**config.mk**
```make
export PLATFORM = sky130hd
export DESIGN_NAME = roi_axis_crop
export DESIGN_NICKNAME = d
export VERILOG_FILES = /design/src/rtl/roi_pkg.sv /design/src/rtl/axis_reg_slice.sv /design/src/rtl/roi_axis_crop.sv
export SDC_FILE = /design/constraint.sdc
export NUM_CORES = 1
export LEC_CHECK = 0
export ABC_AREA = 0
export BUFFER_PORTS_ARGS = -buffer_cell sky130_fd_sc_hd__buf_2
export CORE_UTILIZATION = 45
export DETAILED_ROUTE_END_ITERATION = 6
export GPL_TIMING_DRIVEN = 0
export PLACE_DENSITY = 0.64
export SKIP_LAST_GASP = 1
export SLEW_MARGIN = 20
export SYNTH_ARGS = -nofsm -noshare
export SYNTH_HDL_FRONTEND = slang
export SYNTH_SLANG_ARGS = --single-unit
export TNS_END_PERCENT = 5
```
**constraint.sdc**
```tcl
create_clock -name clk_i -period 5.63 [get_ports clk_i]
set_clock_uncertainty 0.05 [all_clocks]
set_input_delay 0.563 -clock clk_i [delete_from_list [all_inputs] [get_ports clk_i]]
set_output_delay 0.563 -clock clk_i [all_outputs]
set_load 0.01 [all_outputs]
```
**src/rtl/roi_pkg.sv**
```systemverilog
// Shared types and constants for the AXI4-Stream ROI cropper.
package roi_pkg;

    localparam int X_LSB = 16;
    localparam int Y_LSB = 0;

    typedef enum logic [1:0] {
        IDLE   = 2'd0,
        ACTIVE = 2'd1,
        DROP   = 2'd2
    } roi_state_t;

    // Coordinates never exceed 16 bits because of the 16-bit packing in xy_*_i.
    typedef struct packed {
        logic [15:0] xl;
        logic [15:0] xr;
        logic [15:0] yt;
        logic [15:0] yb;
    } roi_rect_t;

    function automatic int roi_cw(input int w, input int h);
        return $clog2((w > h) ? w : h);
    endfunction

endpackage

```
**src/rtl/axis_reg_slice.sv**
```systemverilog
// Single-stage AXI4-Stream register; the slot accepts whenever it is empty or draining.
module axis_reg_slice #(
    parameter int W = 10
) (
    input  logic         clk_i,
    input  logic         arst_i,
    input  logic [W-1:0] in_data,
    input  logic         in_valid,
    output logic         in_ready,
    output logic [W-1:0] out_data,
    output logic         out_valid,
    input  logic         out_ready
);

    assign in_ready = !out_valid || out_ready;

    // Output slot: load on every free cycle, hold while stalled.
    always_ff @(posedge clk_i or posedge arst_i) begin
        if (arst_i) begin
            out_valid <= 1'b0;
            out_data  <= '0;
        end else if (in_ready) begin
            out_valid <= in_valid;
            if (in_valid) begin
                out_data <= in_data;
            end
        end
    end

endmodule

```
**src/rtl/roi_axis_crop.sv**
```systemverilog
// AXI4-Stream ROI cropper: forwards pixels inside a per-frame latched rectangle.
// Optional ROI_STATS_EN adds roi_cnt_o, the forwarded-pixel count of the current frame.
module roi_axis_crop
    import roi_pkg::*;
#(
    parameter  int DATA_W = 8,
    parameter  int MAX_W  = 1024,
    parameter  int MAX_H  = 1024,
    localparam int CW     = roi_cw(MAX_W, MAX_H)
) (
    input  logic              clk_i,
    input  logic              arst_i,
    input  logic [DATA_W-1:0] s_tdata_i,
    input  logic              s_tvalid_i,
    output logic              s_tready_o,
    input  logic              s_tuser_i,
    input  logic              s_tlast_i,
    input  logic [CW-1:0]     frame_w_i,
    input  logic [CW-1:0]     frame_h_i,
    input  logic [31:0]       xy_0_i,
    input  logic [31:0]       xy_1_i,
    input  logic              line_mode_i,
    output logic [DATA_W-1:0] m_tdata_o,
    output logic              m_tvalid_o,
    input  logic              m_tready_i,
    output logic              m_tuser_o,
    output logic              m_tlast_o,
    output logic              cfg_err_o,
    output logic              line_err_o,
`ifdef ROI_STATS_EN
    output logic [$clog2(MAX_W*MAX_H+1)-1:0] roi_cnt_o,
`endif
    output logic              frame_done_o
);

    roi_state_t      state_r;
    roi_rect_t       rect_r, new_rect_s, cur_rect_s;
    logic [CW-1:0]   cx_r, cy_r, fw_r, fh_r;
    logic [CW-1:0]   x0_s, y0_s, x1_s, y1_s;
    logic [CW-1:0]   cur_x_s, cur_y_s, cur_fw_s, cur_fh_s;
    logic            lm_r, cur_lm_s, eof_r;
    logic            beat_s, sof_s, proc_s, cfg_bad_s, in_roi_s, fwd_s;
    logic            at_xl_s, at_xr_s, at_yt_s, at_yb_s;
    logic            pix_user_s, pix_last_s, pix_eof_s, line_err_s, eof_line_s;
    logic [DATA_W+1:0] slice_out_s;
    logic            unused_s;

    assign x0_s = xy_0_i[X_LSB +: CW];
    assign y0_s = xy_0_i[Y_LSB +: CW];
    assign x1_s = xy_1_i[X_LSB +: CW];
    assign y1_s = xy_1_i[Y_LSB +: CW];
    assign unused_s = ^{xy_0_i, xy_1_i};

    // On an SOF beat the fresh configuration and (0,0) apply to that very beat.
    always_comb begin
        new_rect_s.xl = 16'((x0_s < x1_s) ? x0_s : x1_s);
        new_rect_s.xr = 16'((x0_s < x1_s) ? x1_s : x0_s);
        new_rect_s.yt = 16'((y0_s < y1_s) ? y0_s : y1_s);
        new_rect_s.yb = 16'((y0_s < y1_s) ? y1_s : y0_s);
        cfg_bad_s  = (new_rect_s.xr > 16'(frame_w_i)) || (new_rect_s.yb > 16'(frame_h_i)) ||
                     (int'(frame_w_i) > MAX_W - 1) || (int'(frame_h_i) > MAX_H - 1);
        beat_s     = s_tvalid_i && s_tready_o;
        sof_s      = beat_s && s_tuser_i;
        proc_s     = beat_s && (sof_s || (state_r != IDLE));
        cur_rect_s = sof_s ? new_rect_s  : rect_r;
        cur_x_s    = sof_s ? '0          : cx_r;
        cur_y_s    = sof_s ? '0          : cy_r;
        cur_fw_s   = sof_s ? frame_w_i   : fw_r;
        cur_fh_s   = sof_s ? frame_h_i   : fh_r;
        cur_lm_s   = sof_s ? line_mode_i : lm_r;
        at_xl_s    = 16'(cur_x_s) == cur_rect_s.xl;
        at_xr_s    = 16'(cur_x_s) == cur_rect_s.xr;
        at_yt_s    = 16'(cur_y_s) == cur_rect_s.yt;
        at_yb_s    = 16'(cur_y_s) == cur_rect_s.yb;
        in_roi_s   = (16'(cur_x_s) >= cur_rect_s.xl) && (16'(cur_x_s) <= cur_rect_s.xr) &&
                     (16'(cur_y_s) >= cur_rect_s.yt) && (16'(cur_y_s) <= cur_rect_s.yb);
        if (sof_s) begin
            fwd_s = proc_s && !cfg_bad_s && in_roi_s;
        end else begin
            fwd_s = proc_s && (state_r == ACTIVE) && in_roi_s;
        end
        pix_user_s = at_xl_s && at_yt_s;
        pix_eof_s  = at_xr_s && at_yb_s;
        pix_last_s = cur_lm_s ? at_xr_s : pix_eof_s;
        line_err_s = proc_s && ((s_tlast_i != (cur_x_s == cur_fw_s)) ||
                                (sof_s && (state_r != IDLE)));
        eof_line_s = s_tlast_i && (cur_y_s == cur_fh_s);
    end

    // Frame FSM, raster counters and error pulses; lines realign on s_tlast_i.
    always_ff @(posedge clk_i or posedge arst_i) begin
        if (arst_i) begin
            state_r    <= IDLE;
            rect_r     <= '0;
            cx_r       <= '0;
            cy_r       <= '0;
            fw_r       <= '0;
            fh_r       <= '0;
            lm_r       <= 1'b0;
            eof_r      <= 1'b0;
            cfg_err_o  <= 1'b0;
            line_err_o <= 1'b0;
        end else begin
            cfg_err_o  <= sof_s && cfg_bad_s;
            line_err_o <= line_err_s;
            if (sof_s) begin
                rect_r  <= new_rect_s;
                fw_r    <= frame_w_i;
                fh_r    <= frame_h_i;
                lm_r    <= line_mode_i;
                state_r <= cfg_bad_s ? DROP : ACTIVE;
            end
            if (proc_s) begin
                if (s_tlast_i) begin
                    cx_r <= '0;
                    cy_r <= eof_line_s ? '0 : cur_y_s + 1'b1;
                    if (eof_line_s) begin
                        state_r <= IDLE;
                    end
                end else begin
                    cx_r <= cur_x_s + 1'b1;
                    cy_r <= cur_y_s;
                end
            end
            // eof_r tracks whether the beat in the output slot is the frame's final ROI pixel.
            if (s_tready_o) begin
                eof_r <= fwd_s && pix_eof_s;
            end
        end
    end

    axis_reg_slice #(.W(DATA_W + 2)) u_out (
        .clk_i     (clk_i),
        .arst_i    (arst_i),
        .in_data   ({pix_user_s, pix_last_s, s_tdata_i}),
        .in_valid  (fwd_s),
        .in_ready  (s_tready_o),
        .out_data  (slice_out_s),
        .out_valid (m_tvalid_o),
        .out_ready (m_tready_i)
    );

    assign {m_tuser_o, m_tlast_o, m_tdata_o} = slice_out_s;
    assign frame_done_o = m_tvalid_o && m_tready_i && eof_r;

`ifdef ROI_STATS_EN
    // Forwarded-pixel count, restarted by every SOF beat and held between frames.
    always_ff @(posedge clk_i or posedge arst_i) begin
        if (arst_i) begin
            roi_cnt_o <= '0;
        end else if (sof_s) begin
            roi_cnt_o <= fwd_s ? ($clog2(MAX_W*MAX_H+1))'(1) : '0;
        end else if (fwd_s) begin
            roi_cnt_o <= roi_cnt_o + 1'b1;
        end
    end
`endif

endmodule

```
==> impl_table.tex, run 1 <==
\begin{tabular}{lr}
\hline
Metric & Value \\
\hline
\multicolumn{2}{l}{\textbf{Run status}} \\
\quad Status & complete, no violations \\
\multicolumn{2}{l}{\textbf{Synth}} \\
\quad Most common flop cell mapped by yosys & dfrtp\_1 \\
\quad Dominant cells by area after synthesis & dfrtp\_1 (39\%), ha\_1 (13\%), mux2\_2 (6.9\%) \\
\quad Sequential cell area fraction in the yosys report & 38.8\% \\
\quad Number of enable-type register cells in the synthesized netlist & 0 \\
\quad Post-Synthesis Net Count & 1012 \\
\quad Avg Inst Size Synth & 9.36 sq um \\
\quad Cells after synthesis & about 830 \\
\quad Ys async rst share & 100\% \\
\quad Flop and latch count out of synthesis & 121 \\
\quad Area leader, netlist & dfrtp\_1 \\
\quad Number of warnings issued by yosys & 0 \\
\quad Post-synthesis cell type count & 62 \\
\quad Post-synthesis cell area & 7800 sq um \\
\quad Post-synth top area share & 38.8\% \\
\multicolumn{2}{l}{\textbf{Placed design}} \\
\quad Gp weighted congestion & 0.874 \\
\quad IO Port Bufs & a little under 90 \\
\quad HPWL after detailed placement & 16100 microns \\
\quad Pre-CTS setup slack & 0.297 ns \\
\quad Post-placement cell count & 1142 \\
\multicolumn{2}{l}{\textbf{Timing}} \\
\quad Max Freq & 193 MHz \\
\quad Total Negative Setup Slacks & 0 ns \\
\quad RSZ-0062 raised after global routing & no \\
\quad Final critical path time including I/O delays and setup & a little over 5 ns \\
\quad Worst Slack Setup Final & 0.454 ns \\
\quad Final hold violations & 0 \\
\quad Final Setup Violations & 0 \\
\quad Post-route fraction of the period consumed by the critical path & 91.9\% \\
\quad Slew margin rel. & slightly below 50\% \\
\quad Measured slew at the worst slew-check pin & $\sim$0.77 ns \\
\quad Fin. max-slew vios & 0 \\
\multicolumn{2}{l}{\textbf{Floorplan}} \\
\quad Std-Cell Rows & 47 \\
\quad I/O pin count & 114 \\
\quad Vertical extent of the die & 134 microns \\
\quad Initial core utilization & about 47\% \\
\quad Die width & about 130 microns \\
\quad Die Footprint & $\sim$18000 sq um \\
\quad Core area & about 17000 sq um \\
\multicolumn{2}{l}{\textbf{Critical path}} \\
\quad Delay of the slowest critical-path stage & between 0.6 and 0.7 ns \\
\quad Slowest stage cell on the critical path & clkbuf\_1 \\
\quad Gate family responsible for the most delay along the worst path & buffers and inverters \\
\quad Crit end category & flip-flop \\
\quad Data arrival time of the critical path & 5.43 ns \\
\quad Worst reg-to-reg path cell count & 16 \\
\quad List of cells traversed by the critical path & nor2b\_4 > inv\_2 > and3\_4 > buf\_6 > buf\_2 > buf\_1 > clkbuf\_1 > nor2\_1 > ha\_1 > nand3\_1 > a2111oi\_1 > or4b\_1 > nand4\_1 > a211oi\_2 > buf\_6 > mux2\_2 \\
\quad Worst-path fanout max & 10 \\
\quad Data required time of the critical path & roughly 5.9 ns \\
\quad Most frequent CP cell & buf\_6 \\
\quad CP Buf/Inv Count & 6 \\
\quad Start-to-end type of the worst setup path & reg2reg \\
\quad Critical path startpoint category & flip-flop \\
\quad Cell count along the critical path & 16 \\
\multicolumn{2}{l}{\textbf{Clocking}} \\
\quad Clock tree from TritonCTS & yes \\
\quad Clock latency of the later-clocked register in the worst-skew pair & 0.43 ns \\
\quad Clk root buf & clkbuf\_16 \\
\quad Clock sinks & 121 \\
\quad Post-CTS Resized & 0 \\
\quad Buffer depth of the longest clock path & 2 \\
\quad Number of buffers inserted by post-CTS setup repair & 0 \\
\quad Number of buffers created by CTS & 17 \\
\quad Hold buffer count at CTS & 0 \\
\quad H-tree level count & 4 \\
\quad Clock slew seen by the registers of the worst setup and hold paths & about 0.06 ns \\
\multicolumn{2}{l}{\textbf{Cells and area}} \\
\quad Share of post-route cells with drive strength above 1 & 19.5\% \\
\quad Final net count & 1120 \\
\quad Diodes inserted & 0 \\
\quad Final Non-Filler Cells & 1174 \\
\quad Area Growth Syn to Fin & 17.9\% \\
\quad Number of fill cells in the layout & roughly 1.5k \\
\quad Highest-count cells in the layout ignoring fill and taps & dfrtp\_1 (121), buf\_2 (93), ha\_1 (80) \\
\quad Leading cell type in the layout, fill and taps excluded & dfrtp\_1 \\
\quad Core occupancy in the finished layout & 54.9\% \\
\multicolumn{2}{l}{\textbf{Pwr}} \\
\quad Combinational cell fraction of total power & a little under a quarter \\
\quad Internal portion of total power & 0.00202 W \\
\quad Fraction of power consumed by sequential logic & 35.3\% \\
\quad Power spent charging and discharging nets & 0.000880 W \\
\quad Power density cells & 316 nW/um\^{}2 \\
\quad Leakage & 4.52 nW \\
\quad Largest voltage drop on the vdd net & 0.239 mV \\
\quad Switching Share & between 30\% and 40\% \\
\quad Clock group share of total power & 41.0\% \\
\multicolumn{2}{l}{\textbf{GRT}} \\
\quad Global-route wire length before repair & 33500 microns \\
\quad Global Route Usage Sum & between 20\% and 30\% \\
\quad Largest net degree at the start of global routing & 63 \\
\quad Number of antenna violations at the first check in global routing & 0 \\
\quad Via count of the first global-routing pass & 6356 \\
\quad Overall overflow remaining after global route & 0 \\
\multicolumn{2}{l}{\textbf{Route}} \\
\quad Number of DRC violations after detailed-routing iteration 0 & roughly 560 \\
\quad First drt pass iteration count & 5 \\
\quad Mean number of vias per cell & 5.54 \\
\quad Detailed-route via count & 6506 \\
\quad Post-detailed-route DRC marker count & 0 \\
\quad Drt wl/cell & 17.7 microns \\
\quad Final ANT Viol Nets & 0 \\
\quad Overall routed net length & 20800 microns \\
\multicolumn{2}{l}{\textbf{Min path}} \\
\quad Path category of the worst min-delay check & in2async \\
\multicolumn{2}{l}{\textbf{Flow run}} \\
\quad Max-cap violation count & 0 \\
\hline
\end{tabular}
-- path summary, 6_finish.rpt --
kind	from	endpoint	slack, ns
worst max-delay path	u_out.out_valid	u_out.out_data[3]	0.45
worst min-delay path	arst_i	rect_r[46]	0.11
worst max register to register	u_out.out_valid	u_out.out_data[3]	0.45
worst min register to register	cy_r[9]	cy_r[9]	0.40
max in group asynchronous	arst_i	rect_r[55]	4.79
min in group clk_i	line_mode_i	lm_r	0.29
-- registers in the layout, indices dropped and copies added (netlist names) --
register and cells:
fh_r 10, cy_r 10, u_out.out_valid 1, rect_r 64, u_out.out_data 10, cx_r 10, cfg_err_o 1, lm_r 1
state_r 2, fw_r 10, line_err_o 1, eof_r 1
-- cells by family after synthesis --
kind of cell	count (synthesis)	share of synthesized area [%]
AOI/OAI and AO/OA	212	17.3
xor gates and xnor gates	4	0.449
adders and majority gates	80	12.8
buffers and inverters	99	5.04
DFF	121	38.8
muxes	73	10.1
and+or+nand+nor	244	15.4
-- metal layers --
| metal | track usage, % | part of all wire (%) |
|---|---|---|
| met1 | 34.9 | 48 |
| met2 | 38.1 | 45 |
| met3 | 5.18 | 5.2 |
| met4 | 7.13 | 1.9 |
| met5 | 0 | 0 |
-- cell usage after synthesis (4+ instances only) --
cell,instances
dfrtp_1,121
nor3_1,14
a31oi_1,5
a32o_1,4
inv_1,64
mux2_2,48
mux2i_1,25
nand3_1,21
clkbuf_1,23
o22ai_1,9
nor2b_1,7
buf_2,5
ha_1,80
nand2_1,71
a21o_1,26
buf_1,4
o31ai_1,6
o211ai_1,8
a211oi_1,7
o21ai_0,41
or4_1,4
o21a_1,6
nand4_1,13
and2_1,32
nor2_1,56
a22o_1,4
nor4_1,10
a21oi_1,70
-- through the flow --
stage / power [W] / area (sq um) / hold WS (ns)
finish: 0.00290 / 9200 / 0.112
global route: 0.00305 / 9200 / 0.149
CTS: 0.00291 / 9200 / 0.126
detailed placement: 0.00172 / 8550 / 0.401
global placement: 0.00170 / 8510 / 0.397
floorplan: 0.00151 / 7800 / 0.380
-- power by group through the flow --
stage	combinational (W)	sequential, W	clock, W
floorplan	0.000483	0.00103	0
global placement	0.000663	0.00104	0
detailed placement	0.000677	0.00104	0
CTS	0.000685	0.00102	0.00121
global route	0.000778	0.00104	0.00124
finish	0.000687	0.00102	0.00119
-- area by class of cell --
type                    count  area [sq um]  area share (%)
flip-flops and latches    121          3030            32.9
repair buffers             89           468            5.09
clock buffers              19           453            4.93
well taps                 220           275            2.99
multi-input cells         613          4380            47.6
clock inverters            13           193            2.10
inverters                  65           251            2.74
plain buffers              34           149            1.62
Note: power is estimated with default switching activity, not from simulation.
==> run 2: changes to the inputs <==
--- a/config.mk
+++ b/config.mk
@@ -10,6 +10,7 @@
 export CORE_UTILIZATION = 45
 export DETAILED_ROUTE_END_ITERATION = 6
 export GPL_TIMING_DRIVEN = 0
+export MAX_ROUTING_LAYER = met4
 export PLACE_DENSITY = 0.64
 export SKIP_LAST_GASP = 1
 export SLEW_MARGIN = 20
==> impl_table.tex, run 2 (synthesis results as in run 1) <==
\begin{tabular}{lr}
\hline
Metric & Value \\
\hline
\multicolumn{2}{l}{\textbf{Placed design}} \\
\quad Cell area reported after detailed placement & 8550 sq um (unchanged) \\
\quad Pre-CTS setup slack & 0.297 ns (unchanged) \\
\quad Gp weighted congestion & 0.889 (+1.6\%) \\
\quad IO Port Bufs & 88 (unchanged) \\
\quad HPWL after detailed placement & 16100 microns (unchanged) \\
\multicolumn{2}{l}{\textbf{Pwr}} \\
\quad Combinational cell fraction of total power & 23.7\% (about the same) \\
\quad Largest voltage drop on the vdd net & 0.239 mV (-0.35\%) \\
\quad Power density cells & 316 nW/um\^{}2 (about the same) \\
\quad Leakage & 4.52 nW (unchanged) \\
\quad Clock group share of total power & 41.0\% (about the same) \\
\quad Power spent charging and discharging nets & 0.000881 W (+0.14\%) \\
\quad Internal portion of total power & 0.00202 W (about the same) \\
\quad Switching Share & 30.3\% (about the same) \\
\quad Fraction of power consumed by sequential logic & 35.3\% (about the same) \\
\multicolumn{2}{l}{\textbf{Clocking}} \\
\quad H-tree level count & 4 (unchanged) \\
\quad Clock slew seen by the registers of the worst setup and hold paths & 0.06 ns (about the same) \\
\quad Post-CTS Resized & 0 (unchanged) \\
\quad Clock sinks & 121 (unchanged) \\
\quad Buffer depth of the longest clock path & 2 (unchanged) \\
\quad Clk root buf & clkbuf\_16 \\
\quad Number of buffers inserted by post-CTS setup repair & 0 (unchanged) \\
\quad Hold buffer count at CTS & 0 (unchanged) \\
\quad Number of buffers created by CTS & 17 (unchanged) \\
\quad Clock tree from TritonCTS & yes \\
\quad Clock latency of the later-clocked register in the worst-skew pair & 0.43 ns (about the same) \\
\multicolumn{2}{l}{\textbf{Critical path}} \\
\quad Worst-path fanout max & 10 (unchanged) \\
\quad Delay of the slowest critical-path stage & 0.61 ns (about the same) \\
\quad Start-to-end type of the worst setup path & reg2reg \\
\quad Data arrival time of the critical path & 5.38 ns (-0.05 ns) \\
\quad List of cells traversed by the critical path & nor2b\_4 > inv\_2 > and3\_4 > buf\_6 > buf\_2 > buf\_1 > clkbuf\_1 > nor2\_1 > ha\_1 > nand3\_1 > a2111oi\_1 > or4b\_1 > nand4\_1 > a211oi\_2 > buf\_6 > mux2\_2 \\
\quad Data required time of the critical path & 5.89 ns (about the same) \\
\quad Crit end category & flip-flop \\
\quad Slowest stage cell on the critical path & clkbuf\_1 \\
\quad Critical path startpoint category & flip-flop \\
\quad Most frequent CP cell & buf\_6 \\
\multicolumn{2}{l}{\textbf{GRT}} \\
\quad Overall overflow remaining after global route & 0 (unchanged) \\
\quad Global Route Usage Sum & 25.5\% (+0.76 points) \\
\quad Via count of the first global-routing pass & 6343 (-0.20\%) \\
\quad Largest net degree at the start of global routing & 63 (unchanged) \\
\quad Number of antenna violations at the first check in global routing & 0 (unchanged) \\
\quad Global-route wire length before repair & 33500 microns (+0.10\%) \\
\multicolumn{2}{l}{\textbf{Timing}} \\
\quad Slew margin rel. & 47.8\% (-1.0 points) \\
\quad Final critical path time including I/O delays and setup & 5.13 ns (-0.0477 ns) \\
\quad Max Freq & 195 MHz (+0.93\%) \\
\quad Measured slew at the worst slew-check pin & 0.777 ns (+0.00818 ns) \\
\quad Post-route fraction of the period consumed by the critical path & 91.1\% (-0.85 points) \\
\quad Worst Slack Setup Final & 0.502 ns (+0.0477 ns) \\
\quad Fin. max-slew vios & 0 (unchanged) \\
\quad RSZ-0062 raised after global routing & no \\
\quad Final hold violations & 0 (unchanged) \\
\quad Total Negative Setup Slacks & 0 ns (unchanged) \\
\quad Final Setup Violations & 0 (unchanged) \\
\multicolumn{2}{l}{\textbf{Floorplan}} \\
\quad Std-Cell Rows & 47 (unchanged) \\
\quad Die width & 134 microns (unchanged) \\
\quad Die Footprint & 17900 sq um (unchanged) \\
\quad I/O pin count & 114 (unchanged) \\
\quad Initial core utilization & 46.5\% (unchanged) \\
\quad Vertical extent of the die & 134 microns (unchanged) \\
\quad Core area & 16800 sq um (unchanged) \\
\multicolumn{2}{l}{\textbf{Cells and area}} \\
\quad Area Growth Syn to Fin & 17.9\% (unchanged) \\
\quad Share of post-route cells with drive strength above 1 & 19.5\% (unchanged) \\
\quad Finished Cell Area & 9200 sq um (unchanged) \\
\quad Final net count & 1120 (unchanged) \\
\quad Diodes inserted & 0 (unchanged) \\
\quad Core occupancy in the finished layout & 54.9\% (unchanged) \\
\quad Leading cell type in the layout, fill and taps excluded & dfrtp\_1 \\
\quad Number of flip-flops in the largest register & 64 (unchanged) \\
\quad Biggest register & rect\_r \\
\quad Highest-count cells in the layout ignoring fill and taps & dfrtp\_1 (121), buf\_2 (93), ha\_1 (80) \\
\multicolumn{2}{l}{\textbf{Min path}} \\
\quad Path category of the worst min-delay check & in2async \\
\multicolumn{2}{l}{\textbf{Route}} \\
\quad First drt pass iteration count & 6 (+1) \\
\quad Number of DRC violations after detailed-routing iteration 0 & 470 (-16\%) \\
\quad Drt wl/cell & 17.8 microns (+0.26\%) \\
\quad Overall routed net length & 20900 microns (+0.26\%) \\
\quad Final ANT Viol Nets & 0 (unchanged) \\
\quad Post-detailed-route DRC marker count & 0 (unchanged) \\
\quad Mean number of vias per cell & 5.58 (+0.63\%) \\
\quad Detailed-route via count & 6547 (+0.63\%) \\
\multicolumn{2}{l}{\textbf{Run status}} \\
\quad Status & complete, no violations \\
\multicolumn{2}{l}{\textbf{Flow run}} \\
\quad Max-cap violation count & 0 (unchanged) \\
\hline
\end{tabular}
## run 2: cell counts in the layout (fill, tap and decap cells not counted)
No cell type changed its count.
## run 2: layout make-up
class,instances,area [sq um]
buffer,34,149
inverter,65,251
clock buffer,19,453
fill,1543,7560
clock inverter,13,193
sequential,121,3030
tap,220,275
timing repair buffer,89,468
multi-input combinational,613,4380
## run 2: through the flow
stage	power, W	hold WS, ns	instances
4_1_cts	0.00291	0.126	1174
5_1_grt	0.00305	0.148	1174
6_report	0.00290	0.111	1174
2_1_floorplan	0.00151	0.380	833
3_3_place_gp	0.00170	0.397	1141
3_5_place_dp	0.00172	0.401	1142
## run 2: worst max-delay path: cells and delay by family (launching register included)
kind | cells | cell delay (ns)
and+or+nand+nor | 6 | 1.01
AOI/OAI and AO/OA | 2 | 0.86
DFF | 1 | 0.38
muxes | 1 | 0.35
adders and majority gates | 1 | 0.37
buffers and inverters | 6 | 1.97
## run 2: power groups by stage
stage / Sequential [W] / Combinational [W] / Clock, W
4_1_cts: 0.00102 / 0.000685 / 0.00121
5_1_grt: 0.00104 / 0.000778 / 0.00124
3_5_place_dp: 0.00104 / 0.000677 / 0
3_3_place_gp: 0.00104 / 0.000663 / 0
2_1_floorplan: 0.00103 / 0.000483 / 0
6_report: 0.00102 / 0.000688 / 0.00119
## run 2: final timing paths
check	startpoint	endpoint	slack (ns)	cells after the start
worst max-delay path	u_out.out_valid	u_out.out_data[3]	0.50	16
worst min-delay path	arst_i	rect_r[46]	0.11	2
worst max register to register	u_out.out_valid	u_out.out_data[3]	0.50	16
worst min register to register	cy_r[9]	cy_r[9]	0.41	1
max in group asynchronous	arst_i	rect_r[55]	4.77	3
min in group clk_i	line_mode_i	lm_r	0.29	3
## run 2: per-layer routing
| metal | global-route usage [%] | wire length [microns] | up-vias |
|---|---|---|---|
| met3 | 5.40 | 1300 | 26 |
| li1 | - | - | 3234 |
| met1 | 34.9 | 9890 | 3104 |
| met2 | 38.1 | 9410 | 183 |
| met5 | - | 0 | - |
| met4 | 6.76 | 275 | 0 |
